### config.mk
export PLATFORM = sky130hd
export DESIGN_NAME = pc_sequencer
export DESIGN_NICKNAME = d
export VERILOG_FILES = /design/src/rtl/pc_sequencer.sv
export SDC_FILE = /design/constraint.sdc
export NUM_CORES = 1
export LEC_CHECK = 0
export CORE_ASPECT_RATIO = 1.2
export CORE_MARGIN = 4
export CORE_UTILIZATION = 25
export DETAILED_ROUTE_END_ITERATION = 8
export RECOVER_POWER = 25
export SLEW_MARGIN = 40
export SYNTH_ARGS = -nofsm -noshare
export SYNTH_HDL_FRONTEND = slang
export SYNTH_SLANG_ARGS = --single-unit
### constraint.sdc
create_clock -name clk -period 8.6 [get_ports clk]
set_input_delay 1.29 -clock clk [delete_from_list [all_inputs] [get_ports clk]]
set_output_delay 1.29 -clock clk [all_outputs]
set_load 0.02 [all_outputs]
### src/rtl/pc_sequencer.sv
// pc_sequencer: program-counter unit of a single-cycle MIPS32 core.
//
// Holds the architectural PC, resolves beq/bne/sign-test branches, j/jal and jr,
// supplies the jal link address and keeps a saturating count of taken control
// transfers. A jr to a non-word-aligned target freezes the unit in a sticky
// halt that only reset clears.
//
// Ports:
//   clk, rst_n        clock (rising edge), asynchronous active-low reset
//   stall             hold PC and counter this cycle
//   instr             current instruction (imm16 = [15:0], target26 = [25:0])
//   Branch, nBranch   beq / bne, qualified by the ALU zero flag
//   BGEZ..BLTZ        sign-test branches on rs_data
//   Jump, jal, jr     unconditional transfers
//   zero, rs_data     operand status
//   pc                current PC (registered)
//   link_addr         pc + 4 (combinational)
//   redirect          1 in the cycle after a taken transfer (registered)
//   halted            sticky misaligned-jr halt (registered)
//   taken_cnt         saturating count of taken transfers (registered)
module pc_sequencer #(
  parameter logic [31:0] RESET_PC = 32'h0000_3000,
  parameter int unsigned CNT_W    = 16
) (
  input  logic             clk,
  input  logic             rst_n,
  input  logic             stall,
  input  logic [31:0]      instr,
  input  logic             Branch,
  input  logic             nBranch,
  input  logic             BGEZ,
  input  logic             BGTZ,
  input  logic             BLEZ,
  input  logic             BLTZ,
  input  logic             Jump,
  input  logic             jal,
  input  logic             jr,
  input  logic             zero,
  input  logic [31:0]      rs_data,
  output logic [31:0]      pc,
  output logic [31:0]      link_addr,
  output logic             redirect,
  output logic             halted,
  output logic [CNT_W-1:0] taken_cnt
);

  typedef enum logic {StRun, StHalt} state_e;

  state_e             state_q, state_d;
  logic [31:0]        pc_q, pc_d;
  logic               redirect_q, redirect_d;
  logic [CNT_W-1:0]   cnt_q, cnt_d;

  logic [31:0] pc4, btarget, jtarget, boffset;
  logic        rs_neg, rs_is_zero, br_taken, jr_misaligned;
  logic [31:0] next_pc;
  logic        take;

  // Target arithmetic, all modulo 2^32.
  assign pc4     = pc_q + 32'd4;
  assign boffset = {{14{instr[15]}}, instr[15:0], 2'b00};
  assign btarget = pc4 + boffset;
  assign jtarget = {pc4[31:28], instr[25:0], 2'b00};

  assign rs_neg     = rs_data[31];
  assign rs_is_zero = (rs_data == 32'd0);

  assign br_taken = (Branch & zero) | (nBranch & ~zero) |
                    (BGEZ & ~rs_neg) | (BLTZ & rs_neg) |
                    (BGTZ & ~rs_neg & ~rs_is_zero) | (BLEZ & (rs_neg | rs_is_zero));

  assign jr_misaligned = jr & (rs_data[1:0] != 2'b00);

  // Priority jr > j/jal > branch > fall-through. take marks any non-pc4 source,
  // even when the chosen target happens to equal pc4.
  always_comb begin
    next_pc = pc4;
    take    = 1'b0;
    if (jr) begin
      next_pc = rs_data;
      take    = 1'b1;
    end else if (Jump | jal) begin
      next_pc = jtarget;
      take    = 1'b1;
    end else if (br_taken) begin
      next_pc = btarget;
      take    = 1'b1;
    end
  end

  always_comb begin
    state_d    = state_q;
    pc_d       = pc_q;
    cnt_d      = cnt_q;
    redirect_d = 1'b0;
    unique case (state_q)
      StRun: begin
        if (!stall) begin
          if (jr_misaligned) begin
            state_d = StHalt;
          end else begin
            pc_d       = next_pc;
            redirect_d = take;
            if (take && (cnt_q != {CNT_W{1'b1}})) begin
              cnt_d = cnt_q + 1'b1;
            end
          end
        end
      end
      StHalt: begin
        // Frozen until reset; every input is ignored.
      end
      default: state_d = StHalt;
    endcase
  end

  always_ff @(posedge clk or negedge rst_n) begin
    if (!rst_n) begin
      state_q    <= StRun;
      pc_q       <= RESET_PC;
      redirect_q <= 1'b0;
      cnt_q      <= '0;
    end else begin
      state_q    <= state_d;
      pc_q       <= pc_d;
      redirect_q <= redirect_d;
      cnt_q      <= cnt_d;
    end
  end

  assign pc        = pc_q;
  assign link_addr = pc4;
  assign redirect  = redirect_q;
  assign halted    = (state_q == StHalt);
  assign taken_cnt = cnt_q;

endmodule

### Yosys cells after proc, flatten, opt, wreduce, memory -nomap -nowiden

Cells that the tools add are included.

| operators by class | value |
|---|---|
| $add $sub $neg | 3 |
| multipliers | 0 |
| div/mod/pow operators | 0 |
| magnitude comparators | 0 |
| equal/unequal tests | 1 |
| shift-type cells | 0 |
| multiplexer cells | 12 |
| bitwise logic cells | 21 |
| reductions and logical operators | 5 |

Operator list:

| operator | count |
|---|---|
| 32-bit two-way mux | 3 |
| 32-bit by 3-bit adder with 32-bit output, second input constant | 1 |
| 32-bit adder | 1 |
| 32-bit logical NOT | 1 |
| 16-bit by 1-bit adder with 16-bit output, second input constant | 1 |
| 16-bit != test, second input constant | 1 |
| 1-bit two-way mux | 9 |
| 1-bit AND | 8 |
| 1-bit OR | 7 |
| 1-bit inverter | 6 |
| 4-bit AND reduction | 1 |
| 3-bit AND reduction | 1 |
| 2-bit nonzero test | 1 |
| 1-bit logical AND | 1 |

| word-level totals | value |
|---|---|
| bits in registers | 50 |
| bits in latches | 0 |
| memory bits (writable) | 0 |
| memory bits (read-only) | 0 |
| input bits | 77 |
| output and inout port bits | 82 |
| memories | 0 |

### Logic depth before layout (Yosys ltp)

Gate-level depths: netlist (run 1).

| logic depth | value |
|---|---|
| depth after elaboration | 13 |
| gate-level depth with buffers | 16 |

### Worst setup path before layout (run 1)

OpenSTA, ideal clock, no wires.

| timing | value |
|---|---|
| kind | reg-to-reg |
| start | register pc_q[4], in the netlist pc[4] |
| end | register pc_q[31], in the netlist pc[31] |
| setup time | 0.131 ns |
| arrival | 3.808 ns |
| data required time | 8.469 ns |
| path slack | 4.661 ns |
| stages on the path, launching flop included | 17 |
| buffers on the path | 1 |
| period minus slack after synthesis | 3.939 ns |
| path through | dfrtp_1 > and4_1 > and3_1 > clkbuf_2 > and3_1 > nand3_1 > xnor2_1 > ha_1 > a21oi_1 > o21ai_0 > o2bb2ai_1 > nor3_1 > a21oi_1 > a41o_1 > and4_1 > nor4_1 > o21ai_0 |

| between the ends | value |
|---|---|
| longest elaborated chain between the ends | 5 |

Ends and longest elaborated chain:

| what | line | text |
|---|---|---|
| from (decl) | 50 | `logic [31:0] pc_q, pc_d;` |
| from (signal assigned) | 125 | `pc_q <= pc_d;` |
| 32-bit by 3-bit adder with 32-bit output | 60 | `assign pc4 = pc_q + 32'd4;` |
| net link_addr[16] | 41 | `output logic [31:0] link_addr,` |
| 32-bit adder | 62 | `assign btarget = pc4 + boffset;` |
| 32-bit two-way mux | 85 | `end else if (br_taken) begin` |
| 32-bit two-way mux | 82 | `end else if (Jump \| jal) begin` |
| 32-bit two-way mux | 79 | `if (jr) begin` |

The timed path passes the listed nets, and every way through them passes these cells.
A chain may end at the register's enable or synchronous reset.

### Worst setup path in the final report (run 1)

| timing | value |
|---|---|
| start | register pc_q[4], in the netlist pc[4] |
| end | output link_addr[31] |

| between the ends | value |
|---|---|
| longest elaborated chain between the ends | 1 |

Ends and longest elaborated chain:

| what | line |
|---|---|
| 32-bit by 3-bit adder with 32-bit output | 60 |
| to (decl) | 41 |

Every way passes these cells.

==> flow_summary.ini, run 1 <==
[floorplan]
die_y_um = 164
core_region_area_mm2 = 0.0198
top_level_ports = 159
rows = 56
die_w_um = 138
initial_core_util_pct = 25.7
die-area_mm2 = 0.0227

[power]
power_switching_mw = 0.778
p_leak_nw = 2.94
swShare_pct = 46.8
p_int_mw = 0.884
power.density_mw_per_mm2 = 238
p_comb_share_pct = 63.9
clkPwrFrac_pct = 13.3
ir_drop_mv = 0.110
pwr-share-seq_pct = 22.8

[finish]
design_area_mm2 = 0.00698
syn_to_final_growth_pct = 37.5
instances_no_fill = 1042
final_util_pct = 35.3
final_common_cell = clkdlybuf4s50_1
nFillCells = 2100
multiInputGateArea_mm2 = 0.00363
seqCellArea_mm2 = 0.00125
num_antenna_cells = 0
finalNetCount = 896
layout-drive-gt1-share_pct = 3.59
final_cell_mix = clkdlybuf4s50_1, nand2_1, a21oi_1, nor2_1, dfrtp_1

[routing]
antenna_left = 0
drtPass1Iterations = 5
post_drt_wl_per_cell_um = 18.3
vias = 5377
initialDrtViolationCount = 341
top_layer = met5
met2_length_um = 8950
vias_per_cell = 5.16
wl_met1_um = 8680
drc = 0
detailroute.wirelength.met3_um = 1180
routed_wl_um = 19100

[logic_synthesis]
syn_inst = 646
syn_nets = 762
ys_types = 60
netlist.area_leader.share_pct = 23.6
synthArstFlopShare_pct = 100
synth_ff_type = dfrtp_1
synth_seq_area_share_pct = 24.7
synth_edf_count = 0
yosys_warnings = 0
ys_ff_latch = 50
yosys-top-cells-area = dfrtp_1, ha_1, xnor2_1, a21oi_1, nand2_1
synth.avg_cell_area_um2 = 7.87
syn_area_mm2 = 0.00508
synth_top_area_cell = dfrtp_1

[outcome]
status = finished, violations left
violations = max-capacitance violations, max-slew violations

[worst_setup_path]
crit_required_ns = 7.31
crit_path_end_kind = output port
cp.arrival_ns = 3.30
path_max_fanout = 8
worstSetupPathType = register to output port
setup.worst_path.start_class = register

[run]
cap_violations = 1

[clocking]
root_buffer = clkbuf_16
clk_latency_ns = 0.30
clkSinkCount = 50
cts_made_buffers = 5
cts-hold-fix-buffers = 0
post_cts_resized = 0
cts.htree.levels = 2
clockBufferDepth = 2
cts_tree = built
path_clk_slew_ns = 0.08
post_cts_buffers = 0

[place]
place_congestion = 0.821
placedCellCount = 1034
placed_cell_area_mm2 = 0.00683
port_buffers = 152
hpwl_um = 14800

[global_routing]
antenna_found_initial = 3
gr-total-overflow = 0
grt_pass1_wl_um = 29700
first_global_vias = 5293
grt_use_total_pct = 16.3
grt_max_degree = 51

[timing]
setup_tns_ns = 0
period_share_pct = 53.4
tightestPinTransition_ns = 3.00
max_slew_margin_pct = -99.7
rsz0062_at_grt = false
skew_ns = 0.00746
final_hold_viol_count = 0
max_freq_mhz = 218
setup_viol = 0
period_needed_ns = 4.59
slew_violations = 51

[min_path]
hold_path_class = register to register
-- power groups by stage --
stage / sequential [mW] / combinational (mW) / clock [mW]
floorplan: 0.419 / 0.615 / 0
global placement: 0.382 / 1.05 / 0
detailed placement: 0.381 / 1.06 / 0
CTS: 0.377 / 1.07 / 0.225
global route: 0.388 / 1.17 / 0.233
finish: 0.379 / 1.06 / 0.221
-- per-layer routing --
layer,vias up,GRT usage (%)
met3,21,3.49
li1,2647,-
met5,-,0
met1,2541,21.4
met2,162,27.8
met4,6,3.32
-- flip-flops by register name, indices dropped and copies added (netlist names) --
name	flops
redirect	1
pc	32
halted	1
taken_cnt	16
-- Yosys cell counts, types with 3 or more instances --
master	number
a211o_1	3
a211oi_1	13
a21o_1	14
a21oi_1	61
a311oi_1	4
a31oi_1	7
and2_1	5
and3_1	21
and4_1	6
buf_2	3
clkbuf_1	24
dfrtp_1	48
ha_1	38
inv_1	17
mux2i_1	19
nand2_1	61
nand2b_1	4
nand3_1	27
nand4_1	19
nor2_1	56
nor2b_1	5
nor3_1	13
nor4_1	9
o21a_1	6
o21ai_0	43
o21bai_1	5
o31ai_1	7
or3_1	7
xnor2_1	46
xor2_1	15
-- kinds of logic (layout without fill, tap and decap cells) --
kind of cell	Yosys count	after routing	synth area share (%)
buffers and inverters	48	183	3.94
muxes	19	19	3.74
xor gates and xnor gates	61	61	10.5
adders and majority gates	39	39	9.75
DFF	50	50	24.7
and+or+nand+nor	244	244	24.2
AOI/OAI and AO/OA	185	185	23.2
-- critical path, cell delays in order (launching register included) --
cell	delay (ns)
dfrtp_1	0.52
and4_1	0.33
and3_1	0.39
nand4_2	0.31
nor2_1	0.35
and3_1	0.22
xnor2_1	0.24
inv_1	0.08
clkdlybuf4s50_1	0.55
-- final timing paths --
kind / from / end / slack, ns / depth (start not counted)
min: taken_cnt[11] / taken_cnt[11] / 0.49 / 1
min reg2reg: taken_cnt[11] / taken_cnt[11] / 0.49 / 1
min in group asynchronous: rst_n / taken_cnt[7] / 2.06 / 2
max: pc[4] / link_addr[31] / 4.01 / 8
max in group asynchronous: rst_n / pc[5] / 4.85 / 2
max reg2reg: pc[4] / pc[31] / 4.10 / 15
-- metrics by stage --
stage                     worst slack, ns  power, mW  hold WS (ns)
after floorplan                      4.66       1.03         0.592
after global placement               3.37       1.43         0.484
after detailed placement             3.70       1.44         0.488
after CTS                            3.99       1.67         0.501
after global routing                 3.66       1.79         0.530
final                                4.01       1.66         0.492
-- cell type report --
class | instances | area share, %
clock buffer | 5 | 1.79
clock inverter | 3 | 0.412
inverter | 17 | 0.914
multi-input combinational | 548 | 52.0
sequential | 50 | 18.0
tap | 261 | 4.68
timing repair buffer | 158 | 22.2
Power figures use the tool's default switching activity.
==> run 2: changes to the inputs <==
Clock period 8.6 ns to 3.8 ns, I/O delays scaled along.
==> run 2 against run 1 <==
The flow now finishes without violations. Final area is 8.5% higher. Clock power is 120% higher. Sequential power is 110% higher. Non-clock buffer count is 69 higher. Global-route usage is 0.71 points higher. Critical path type is now register to register. Die area stayed put. Hold slack worse by 0.21 ns. Worst setup slack worse by 3.8 ns. Combinational power grew to 2.7 times the previous value.
==> flow_summary.ini, run 2 (synthesis results as in run 1) <==
[outcome]
status = finished, final reports clean

[global_routing]
grt_use_met1_pct = 22.2
grt_busiest_layer = met2
grt_max_degree = 47
first_global_vias = 5759
grt_pass1_wl_um = 31300
use_met2_pct = 29.0
grt_use_met3_pct = 3.12
grt_use_total_pct = 17.0
gr-total-overflow = 0
antenna_found_initial = 1

[timing]
period_needed_ns = 3.62
setup_tns_ns = 0
skew_ns = 0.00386
rsz0062_at_grt = true
setup_viol = 0
final_hold_viol_count = 0
max_freq_mhz = 276
max_slew_margin_pct = 16.9
tightestPinTransition_ns = 1.25
slew_violations = 0
period_share_pct = 95.3

[finish]
num_antenna_cells = 0
final_common_cell = clkdlybuf4s50_1
layout-drive-gt1-share_pct = 12.4
final_cell_mix = clkdlybuf4s50_1, buf_4, nand2_1, a21oi_1, nor2_1
finalNetCount = 965
instances_no_fill = 1111
largest_register_ffs = 32
nFillCells = 2044
syn_to_final_growth_pct = 49.1

[worst_setup_path]
crit_family = compound AO/OA/AOI/OAI gates
rrSetupSlack_ns = 0.18
worstPathCellList = and2_1 -> buf_4 -> nand2_1 -> xnor2_1 -> ha_1 -> and3_1 -> a221oi_2 -> or4b_1 -> nand3b_2 -> a21oi_1 -> o31ai_2 -> xnor2_1 -> o21ai_0 -> a221o_1
setup.worst_path.start_class = register
crit_required_ns = 3.98
max_stage_delay_ns = 0.53
cp.arrival_ns = 3.81
worstSetupPathType = register to register
path_max_fanout = 6
cp_common_cell = xnor2_1
crit_path_end_kind = register
cp_slowest_cell = or4b_1
critPathBufInv = 1

[routing]
post_drt_wl_per_cell_um = 17.9
drtPass1Iterations = 5
routed_wl_um = 19900
vias = 5730
initialDrtViolationCount = 355
drc = 0
antenna_left = 0
vias_per_cell = 5.16

[power]
power.density_mw_per_mm2 = 540
p_int_mw = 2.26
swShare_pct = 44.7
clkPwrFrac_pct = 11.7
pwr-share-seq_pct = 19.6
power_switching_mw = 1.83
ir_drop_mv = 0.242
p_comb_share_pct = 68.7
p_leak_nw = 3.29

[clocking]
clkSinkCount = 50
path_clk_slew_ns = 0.07
clockBufferDepth = 2
cts_tree = built
cts.htree.levels = 2
clk_latency_ns = 0.30
cts_made_buffers = 5
root_buffer = clkbuf_16

[place]
hpwl_um = 16000
port_buffers = 152
placedCellCount = 1101
place_congestion = 0.870

[floorplan]
initial_core_util_pct = 25.7
rows = 56
core_region_area_mm2 = 0.0198
die_w_um = 138
die_y_um = 164
die-area_mm2 = 0.0227
top_level_ports = 159

[min_path]
hold_path_class = input pin to async pin

[run]
cap_violations = 0
==> run 2: changes by cell type in the layout (fill, tap and decap cells not counted), sizes merged <==
cell	previous run	this run
buf	7	74
clkbuf	6	8
==> run 2: final cells by class <==
type,count,area [um2],share of cell area [%]
Sequential cell,50,1250,16.5
Multi-Input combinational cell,548,3700,48.8
Inverter,17,63.8,0.842
Clock buffer,5,125,1.65
Timing Repair Buffer,227,2080,27.4
Tap cell,261,327,4.31
Clock inverter,3,28.8,0.380
==> run 2: metrics by stage <==
stage / total power, mW / hold WS [ns] / worst slack (ns) / area (um2) / utilization (%)
final: 4.09 / 0.285 / 0.177 / 7580 / 38.3
after global routing: 4.40 / 0.337 / -0.0135 / 7580 / 38.3
after CTS: 4.09 / 0.342 / 0.00689 / 7530 / 38.1
after detailed placement: 3.58 / 0.480 / 0.0306 / 7380 / 37.3
after global placement: 3.56 / 0.485 / 0.0496 / 7380 / 37.3
after floorplan: 2.35 / 0.274 / 0.00138 / 5110 / -
==> run 2: worst paths after layout <==
check,startpoint,end,depth (start not counted)
min,rst_n,taken_cnt[5],1
min reg2reg,taken_cnt[11],taken_cnt[11],1
min in group clk,taken_cnt[11],taken_cnt[11],1
max in group asynchronous,rst_n,pc[16],3
max,pc[3],pc[20],14
max reg2reg,pc[3],pc[20],14
==> run 2: routing by layer <==
metal,vias up,wire [um],part of all wire (%)
li1,2795,-,-
met2,175,9540,48
met5,-,12,0.060
met3,29,1070,5.4
met4,2,427,2.1
met1,2729,8880,45
==> run 2: repair_timing <==
item / CTS / global route
hold buffers: 0 / 0
setup endpoints to repair: 0 / 8
buffers inserted: 0 / 1
gates resized for setup: 0 / 9
==> run 2: power groups by stage <==
stage	clock network (mW)	registers, mW	logic, mW
after floorplan	0	0.953	1.40
after global placement	0	0.808	2.76
after detailed placement	0	0.808	2.77
after CTS	0.503	0.798	2.79
after global routing	0.517	0.821	3.06
final	0.479	0.800	2.81
